<file path="src/rtl/femtosoc_pkg.sv">
// Shared window codes, local register offsets, bridge FSM encoding and the
// Wishbone request payload used by the iomem/EFB bridge.
package femtosoc_pkg;

  localparam logic [7:0]  WIN_EFB    = 8'h02;
  localparam logic [7:0]  WIN_GPIO   = 8'h03;

  localparam logic [23:0] OFF_GPIO   = 24'h00_0000;
  localparam logic [23:0] OFF_STATUS = 24'h00_0004;

  typedef enum logic [1:0] {
    IDLE   = 2'd0,
    WB_REQ = 2'd1,
    RESP   = 2'd2
  } bridge_state_e;

  typedef struct packed {
    logic       we;
    logic [7:0] adr;
    logic [7:0] dat;
  } wb_req_t;

endpackage

</file>
<file path="src/rtl/efb_wb_master.sv">
// Single-beat Wishbone master towards the EFB: holds the request stable until
// ack or timeout and reports the outcome combinationally to the bridge FSM.
module efb_wb_master
  import femtosoc_pkg::*;
#(
  parameter int unsigned TIMEOUT = 255
) (
  input  logic       clk,
  input  logic       resetn,
  input  logic       i_start,
  input  wb_req_t    i_req,
  input  logic [7:0] i_wb_dat,
  input  logic       i_wb_ack,
  output logic       o_wb_cyc,
  output logic       o_wb_stb,
  output logic       o_wb_we,
  output logic [7:0] o_wb_adr,
  output logic [7:0] o_wb_dat,
  output logic       o_done_c,
  output logic       o_timeout_c,
  output logic [7:0] o_rdata_c
);

  localparam int unsigned CW = (TIMEOUT > 1) ? $clog2(TIMEOUT) : 1;
  localparam logic [CW-1:0] CNT_LAST = CW'(TIMEOUT - 1);

  logic          r_cyc;
  logic          r_we;
  logic [7:0]    r_adr;
  logic [7:0]    r_dat;
  logic [CW-1:0] r_cnt;

  // Ack is checked before the timeout so a late ack still returns data.
  assign o_done_c    = r_cyc & i_wb_ack;
  assign o_timeout_c = r_cyc & ~i_wb_ack & (r_cnt == CNT_LAST);
  assign o_rdata_c   = i_wb_dat;

  assign o_wb_cyc = r_cyc;
  assign o_wb_stb = r_cyc;
  assign o_wb_we  = r_we;
  assign o_wb_adr = r_adr;
  assign o_wb_dat = r_dat;

  always_ff @(posedge clk or negedge resetn) begin
    if (!resetn) begin
      r_cyc <= 1'b0;
      r_we  <= 1'b0;
      r_adr <= 8'h00;
      r_dat <= 8'h00;
      r_cnt <= '0;
    end else if (i_start) begin
      r_cyc <= 1'b1;
      r_we  <= i_req.we;
      r_adr <= i_req.adr;
      r_dat <= i_req.dat;
      r_cnt <= '0;
    end else if (r_cyc) begin
      if (o_done_c || o_timeout_c) begin
        r_cyc <= 1'b0;
        r_we  <= 1'b0;
        r_adr <= 8'h00;
        r_dat <= 8'h00;
        r_cnt <= '0;
      end else begin
        r_cnt <= r_cnt + CW'(1);
      end
    end
  end

endmodule

</file>
<file path="src/rtl/iomem_efb_bridge.sv">
// PicoRV32 iomem bridge: decodes the EFB Wishbone window and a small local
// register window (GPIO, STATUS); everything else reads 0 in one cycle.
module iomem_efb_bridge
  import femtosoc_pkg::*;
#(
  parameter logic [7:0]  EFB_BASE   = WIN_EFB,
  parameter logic [7:0]  GPIO_BASE  = WIN_GPIO,
  parameter int unsigned TIMEOUT    = 255,
  parameter logic [7:0]  GPIO_RESET = 8'hA5
) (
  input  logic        clk,
  input  logic        resetn,
  input  logic        iomem_valid,
  output logic        iomem_ready,
  input  logic [3:0]  iomem_wstrb,
  input  logic [31:0] iomem_addr,
  input  logic [31:0] iomem_wdata,
  output logic [31:0] iomem_rdata,
  output logic [7:0]  gpio_out,
  output logic        wb_cyc_o,
  output logic        wb_stb_o,
  output logic        wb_we_o,
  output logic [7:0]  wb_adr_o,
  output logic [7:0]  wb_dat_o,
  input  logic [7:0]  wb_dat_i,
  input  logic        wb_ack_i
);

  bridge_state_e r_state, w_state_nxt;
  logic          r_ready, w_ready_nxt;
  logic [31:0]   r_rdata, w_rdata_nxt;
  logic [7:0]    r_gpio, w_gpio_nxt;
  logic          r_terr, w_terr_nxt;

  logic          w_win_efb, w_win_loc, w_efb_go, w_busy, w_wb_start;
  logic          w_wb_done_c, w_wb_timeout_c;
  logic [7:0]    w_wb_rdata_c;
  logic [23:0]   w_off;
  wb_req_t       w_req;
  logic          w_unused;

  assign w_win_efb = (iomem_addr[31:24] == EFB_BASE);
  assign w_win_loc = (iomem_addr[31:24] == GPIO_BASE);
  assign w_off     = iomem_addr[23:0];
  // EFB writes that skip byte lane 0 have nothing to carry over the 8-bit bus.
  assign w_efb_go  = w_win_efb && ((iomem_wstrb == 4'b0000) || iomem_wstrb[0]);
  assign w_busy    = (r_state == WB_REQ);
  assign w_req     = {iomem_wstrb[0], iomem_addr[9:2], iomem_wdata[7:0]};
  assign w_unused  = ^iomem_wdata[31:8];

  efb_wb_master #(
    .TIMEOUT (TIMEOUT)
  ) u_wb_master (
    .clk         (clk),
    .resetn      (resetn),
    .i_start     (w_wb_start),
    .i_req       (w_req),
    .i_wb_dat    (wb_dat_i),
    .i_wb_ack    (wb_ack_i),
    .o_wb_cyc    (wb_cyc_o),
    .o_wb_stb    (wb_stb_o),
    .o_wb_we     (wb_we_o),
    .o_wb_adr    (wb_adr_o),
    .o_wb_dat    (wb_dat_o),
    .o_done_c    (w_wb_done_c),
    .o_timeout_c (w_wb_timeout_c),
    .o_rdata_c   (w_wb_rdata_c)
  );

  always_ff @(posedge clk or negedge resetn) begin
    if (!resetn) begin
      r_state <= IDLE;
      r_ready <= 1'b0;
      r_rdata <= 32'h0;
      r_gpio  <= GPIO_RESET;
      r_terr  <= 1'b0;
    end else begin
      r_state <= w_state_nxt;
      r_ready <= w_ready_nxt;
      r_rdata <= w_rdata_nxt;
      r_gpio  <= w_gpio_nxt;
      r_terr  <= w_terr_nxt;
    end
  end

  // Next state plus the registered response/local-register updates.
  always_comb begin
    w_state_nxt = r_state;
    w_ready_nxt = 1'b0;
    w_rdata_nxt = 32'h0;
    w_gpio_nxt  = r_gpio;
    w_terr_nxt  = r_terr;
    w_wb_start  = 1'b0;
    case (r_state)
      IDLE: begin
        if (iomem_valid && !r_ready) begin
          if (w_efb_go) begin
            w_wb_start  = 1'b1;
            w_state_nxt = WB_REQ;
          end else begin
            w_state_nxt = RESP;
            w_ready_nxt = 1'b1;
            if (w_win_loc && (w_off == OFF_GPIO)) begin
              w_rdata_nxt = {24'h0, r_gpio};
              if (iomem_wstrb[0]) w_gpio_nxt = iomem_wdata[7:0];
            end else if (w_win_loc && (w_off == OFF_STATUS)) begin
              w_rdata_nxt = {30'h0, w_busy, r_terr};
              if (iomem_wstrb[0] && iomem_wdata[0]) w_terr_nxt = 1'b0;
            end
          end
        end
      end
      WB_REQ: begin
        if (w_wb_done_c) begin
          w_state_nxt = RESP;
          w_ready_nxt = 1'b1;
          w_rdata_nxt = {24'h0, w_wb_rdata_c};
        end else if (w_wb_timeout_c) begin
          w_state_nxt = RESP;
          w_ready_nxt = 1'b1;
          w_rdata_nxt = 32'hFFFF_FFFF;
          w_terr_nxt  = 1'b1;
        end
      end
      RESP:    w_state_nxt = IDLE;
      default: w_state_nxt = IDLE;
    endcase
  end

  assign iomem_ready = r_ready;
  assign iomem_rdata = r_rdata;
  assign gpio_out    = r_gpio;

endmodule

</file>
<file path="config.mk">
export PLATFORM = sky130hd
export DESIGN_NAME = iomem_efb_bridge
export DESIGN_NICKNAME = d
export VERILOG_FILES = /design/src/rtl/femtosoc_pkg.sv /design/src/rtl/efb_wb_master.sv /design/src/rtl/iomem_efb_bridge.sv
export SDC_FILE = /design/constraint.sdc
export NUM_CORES = 1
export LEC_CHECK = 0
export CAP_MARGIN = 20
export CELL_PAD_IN_SITES_DETAIL_PLACEMENT = 0
export CELL_PAD_IN_SITES_GLOBAL_PLACEMENT = 1
export CORE_AREA = 2 2 88 107
export DETAILED_ROUTE_END_ITERATION = 7
export DIE_AREA = 0 0 90 109
export MAX_ROUTING_LAYER = met4
export PLACE_DENSITY_LB_ADDON = 0.1
export SETUP_SLACK_MARGIN = 0.02
export SYNTH_ARGS = -nofsm -noshare
export SYNTH_HDL_FRONTEND = slang
export SYNTH_SLANG_ARGS = --single-unit
</file>
<file path="constraint.sdc">
create_clock -name clk -period 2.35 [get_ports clk]
set_clock_uncertainty 0.1 [all_clocks]
set_input_delay 0.47 -clock clk [delete_from_list [all_inputs] [get_ports clk]]
set_output_delay 0.47 -clock clk [all_outputs]
set_load 0.005 [all_outputs]
</file>
-- After elaboration in Yosys (flattened, before gate mapping)
Index checks and enable logic that the tools add are counted.
- memories kept: 0
- bits in latches: 0
- flip-flop bits (word level): 70
- bits in read-only memories: 0
- RAM bits: 0
- output and inout port bits: 60
- input bits: 80
- add/subtract/negate cells: 1
- mux-type cells: 41
- shifts and indexed selects: 0
- div/mod/pow operators: 0
- multiply operators: 0
- eq/ne operators: 13
- bitwise operators: 5
- $lt $le $gt $ge: 0
- reductions and logical operators: 18
- operators by type and width (cell ; number):
    8-bit 2-to-1 mux ; 10
    32-bit 2-to-1 mux ; 2
    32-bit one-hot mux with 2 select lines ; 1
    24-bit by 3-bit == test with 1-bit output (second input constant) ; 1
    24-bit logical NOT ; 1
    1-bit 2-to-1 mux ; 21
    8-bit by 2-bit == test with 1-bit output (second input constant) ; 2
    2-bit inequality test (second input constant) ; 6
    8-bit by 1-bit adder with 8-bit output (second input constant) ; 1
    8-bit == test (second input constant) ; 1
    2-bit 2-to-1 mux ; 4
    8-bit AND reduction ; 1
    2-bit nonzero test ; 3
    1-bit logical AND ; 5
    5-bit AND reduction ; 1
    4-bit logical NOT ; 1
    1-bit one-hot mux with 2 select lines ; 2
    2-bit one-hot mux with 2 select lines ; 1
    2-bit AND reduction ; 2
    1-bit bitwise AND ; 3
    3-bit by 1-bit inequality test with 1-bit output (second input constant) ; 1
    2-bit by 1-bit == test with 1-bit output (second input constant) ; 1
    2-bit logical NOT ; 1
    1-bit logical OR ; 2
    other kinds (3) ; 4

-- Depth between registers and ports, before layout
- word-level depth: 8
- mapped depth: 7

-- Hierarchy
From an unflattened synthesis, not the netlist that was laid out.
- cell total of the unflattened synthesis: 214
- area total of the unflattened synthesis: 2361.0 µm²
- modules (own cells, without submodules) (module ; instances ; sequential area each (µm²) ; area an instance (µm²) ; cells an instance):
    efb_wb_master ; 1 ; 650.6 ; 1197.4 ; 101
    iomem_efb_bridge ; 1 ; 530.5 ; 1163.6 ; 113

-- Worst setup path after synthesis
No wires, ideal clock.
- path type: input port to flip-flop
- start point: input port iomem_addr[29]
- end point: register r_gpio[3] (netlist: gpio_out[3])
- path buffers: 0
- arrival: 1.922 ns
- path slack: 0.203 ns
- stages: 4
- setup time: 0.125 ns
- required time: 2.125 ns
- path through: nor4_1 > nand4_1 > nor4_4 > mux2_2
- longest elaborated chain between the ends: 4
- RTL lines (what ; RTL line ; source):
    from (decl) ; iomem_efb_bridge.sv:16 ; input logic [31:0] iomem_addr,
    8-bit by 2-bit == test with 1-bit output ; iomem_efb_bridge.sv:42 ; assign w_win_efb = (iomem_addr[31:24] == EFB_BASE);
    1-bit logical AND ; iomem_efb_bridge.sv:46 ; assign w_efb_go = w_win_efb && ((iomem_wstrb == 4'b0000) || iomem_wstrb[0]);
    1-bit inverter (no line) ; - ;
    5-bit AND reduction (no line) (*) ; - ;
    to (signal assigned) ; iomem_efb_bridge.sv:81 ; r_gpio <= w_gpio_nxt;
    to (decl) ; iomem_efb_bridge.sv:32 ; logic [7:0] r_gpio, w_gpio_nxt;
Mark *: on every way between the ends. The rest lies on a longest branch, timed or not.
A chain may end at the register's enable or synchronous reset.

-- Final worst setup path
- start point: input port iomem_addr[3]
- end point: register r_gpio[6] (netlist: gpio_out[6])
- longest elaborated chain between the ends: 3
- RTL lines (what ; RTL line ; source):
    24-bit logical NOT ; iomem_efb_bridge.sv:103 ; if (w_win_loc && (w_off == OFF_GPIO)) begin
    1-bit logical AND ; iomem_efb_bridge.sv:103 ;
    5-bit AND reduction (no line) ; - ;
No other way between the ends.

==> results <==
==> kinds of logic after synthesis <==
family                   count (synthesis)  synth area share
AO/OA/AOI/OAI                           47            0.1733
XOR/XNOR                                 5           0.01890
adder cells (fa/ha/maj)                  2           0.01080
buffers and inverters                   43            0.1123
flip-flops                              47            0.5097
multiplexers                            11           0.05237
AND/OR/NAND/NOR                         45            0.1226
==> what timing repair did <==
action | in CTS | in global routing
pin swaps | 0 | 8
setup buffers | 0 | 1
endpoints found under the setup margin | 6 | 40
gates resized for setup | 1 | 17
==> worst register-to-register path, cell delays in order (launching register included) <==
cell and delay, ps:
dfrtp_1 410, or4b_4 600, or4_4 660, o32ai_4 280
==> layout make-up <==
class | count | area share
sequential | 47 | 0.3116
tap | 120 | 0.03956
clock inverter | 3 | 0.01253
multi-input combinational | 110 | 0.2486
inverter | 11 | 0.01088
timing repair buffer | 138 | 0.3587
clock buffer | 5 | 0.01813
==> Yosys cell counts, types with 2 or more instances <==
cell type	number
dfstp_2	4
nor2_1	9
dfrtp_1	43
mux2i_1	2
nor2b_1	2
and4_1	2
nand3_1	2
nand4_1	7
o32ai_2	7
o21ai_0	2
inv_1	11
o22ai_1	4
clkbuf_1	6
nor4b_1	3
mux2_1	3
mux2_2	6
nor4_1	7
nor3_1	2
xnor2_1	2
a22o_1	17
a21oi_1	10
ha_1	2
nand2_1	3
xor2_1	3
buf_4	24
==> path summary, 6_finish.rpt <==
| path | start | end | slack [ps] | cells past startpoint |
|---|---|---|---|---|
| max in group asynchronous | resetn | gpio_out[0] | 1490 | 2 |
| min in group clk | iomem_addr[6] | u_wb_master.o_wb_adr[4] | 360 | 2 |
| worst min-delay path | resetn | u_wb_master.r_cnt[5] | 10 | 1 |
| worst max-delay path | iomem_addr[3] | gpio_out[6] | 150 | 7 |
| worst min register to register | u_wb_master.o_wb_we | u_wb_master.o_wb_we | 410 | 1 |
| worst max register to register | r_state[1] | iomem_rdata[7] | 210 | 3 |
==> metal layers <==
layer	wire, um	GRT usage	vias to the layer above
met2	3414	0.2492	74
met1	2748	0.1691	939
li1	-	-	935
met3	395	0.03041	10
met5	0	-	-
met4	112	0.03846	0
==> registers in the layout, indices dropped and copies added (netlist names) <==
register              cells
gpio_out                  8
iomem_rdata               9
iomem_ready               1
r_state                   2
r_terr                    1
u_wb_master.o_wb_adr      8
u_wb_master.o_wb_cyc      1
u_wb_master.o_wb_dat      8
u_wb_master.o_wb_we       1
u_wb_master.r_cnt         8
==> power groups by stage <==
stage / Sequential (mW) / Clock, mW / Combinational (mW)
final: 0.850 / 0.635 / 0.237
after global routing: 0.854 / 0.678 / 0.260
after CTS: 0.850 / 0.645 / 0.235
after detailed placement: 0.864 / 0 / 0.232
after global placement: 0.864 / 0 / 0.231
after floorplan: 0.861 / 0 / 0.0645
==> metrics by stage <==
stage / utilization / hold slack [ps] / std cells
6_report: 0.4291 / 13.45 / 434
5_1_grt: 0.4291 / 50.46 / 434
4_1_cts: 0.4189 / 31.85 / 433
3_5_place_dp: 0.4053 / 368.8 / 425
3_3_place_gp: 0.4053 / 378.8 / 425
2_1_floorplan: - / 74.41 / 200
==> reports/qor.yml <==
status:
  status: "finished, final reports clean"
place:
  dpl-instance-area_um2: 3585
  gp_congestion: 0.7271
  place_hpwl_um: 5193
  place_ws_ps: -341.5
  numPortBuffers: 115
yosys:
  synth_edf_count: 0
  ys_seq_area_frac: 0.5097
  syn-cell-area_um2: 2317
  ys_types: 42
  synth_top_area_cell: "dfrtp_1"
  synth-main-ff-cell: "dfrtp_1"
  synth-seq-cells: 47
  avgSynthCellArea_um2: 11.59
  netlist.area_leader.share: 0.4644
  yosys_warnings: 0
  yosys-top-cells-area: "dfrtp_1 46%, buf_4 7.8%, a22o_1 6.4%"
  synthArstFlopShare: 1.000
  synthCells: 200
  synth_fp_nets: 282
power_and_ir_drop:
  power_density_nw_per_um2: 453.8
  clockPowerShare: 0.369
  power.switching_mw: 0.4220
  p_leak_nw: 1.578
  seq_power_share: 0.494
  p_int_mw: 1.300
  p_total_mw: 1.722
  ir_worst_vdd_mv: 0.2273
  swShare: 0.2451
  p_comb_frac: 0.138
global_routing:
  grt_pass1_wl_um: 10740
  grt_pass1_vias: 2085
  antenna_found_initial: 0
  overflow: 0
  grt_usage: 0.1429
  grt_max_degree: 25
floorplanning:
  io_pins: 140
  start_util: 0.2620
  core_um2: 8843
  fp.dieH_um: 109
  std_cell_rows: 38
  die_area_um2: 9810
  die_w_um: 90
final_layout:
  nets: 395
  area_delta_synth_final_pct: 63.77
  n_antenna_cell: 0
  fillCellCount: 873
  drive_above_1_share: 0.1975
  layout_common_cells: "107 x clkdlybuf4s50_1, 42 x dfrtp_1, 21 x buf_4, 17 x a22o_1, 11 x inv_1"
  mostFrequentLayoutCell: "clkdlybuf4s50_1"
  design_area_um2: 3795
  regArea_um2: 1182
  multi_input_area_um2: 943.4
setup_path:
  path_delay_family: "buffers and inverters"
  critPathMaxFanout: 8
  crit_path_end_kind: "flop"
  slowest_delay_ps: 440
  crit_top_cell: "buf_4"
  crit_required_ps: 2450
  crit_chain: "clkdlybuf4s50_1, nor4_2, nand4_1, buf_4, nor4_4, buf_4, mux2_2"
  worst_setup_path_start_kind: "primary input"
  crit_arrival_ps: 2300
  worst_path_max_delay_cell: "clkdlybuf4s50_1"
  crit_buf_inv: 3
  worstSetupPathType: "primary input to flop"
timing:
  rsz0062_at_grt: "false"
  tightest_slew_ps: 506.3
  final_max_slew_viol_count: 0
  fin_crit_ps: 2198
  fin_crit_sh: 0.9353
  hold_viol_final: 0
  fin_tns_setup_ps: 0
  worst_slack_ps: 152.1
  fmax_mhz: 455.0
  slew_headroom: 0.6625
  setup_viol: 0
route:
  detail-route-antenna-nets: 0
  first_pass_iters: 4
  drt_iter0_drc: 62
  drc_errors: 0
  wirelength_um: 6671
  wl_per_cell_um: 15.37
  num_vias: 1958
  via_per_inst: 4.512
clock_network:
  h-tree-depth: 2
  root_buffer: "clkbuf_8"
  cts_tree: "done"
  cts-buffers-inserted: 5
  cts.clk_slew.worst_paths_ps: 100
  cts_hold_buf: 0
  ctsLongestPathBuffers: 2
  worstSkewPairLatency_ps: 310
  cts.sinks: 47
worst_hold_path:
  hold_class: "primary input to async pin"
job:
  drv_cap: 0
No activity file was read; power rests on OpenSTA's default activity.
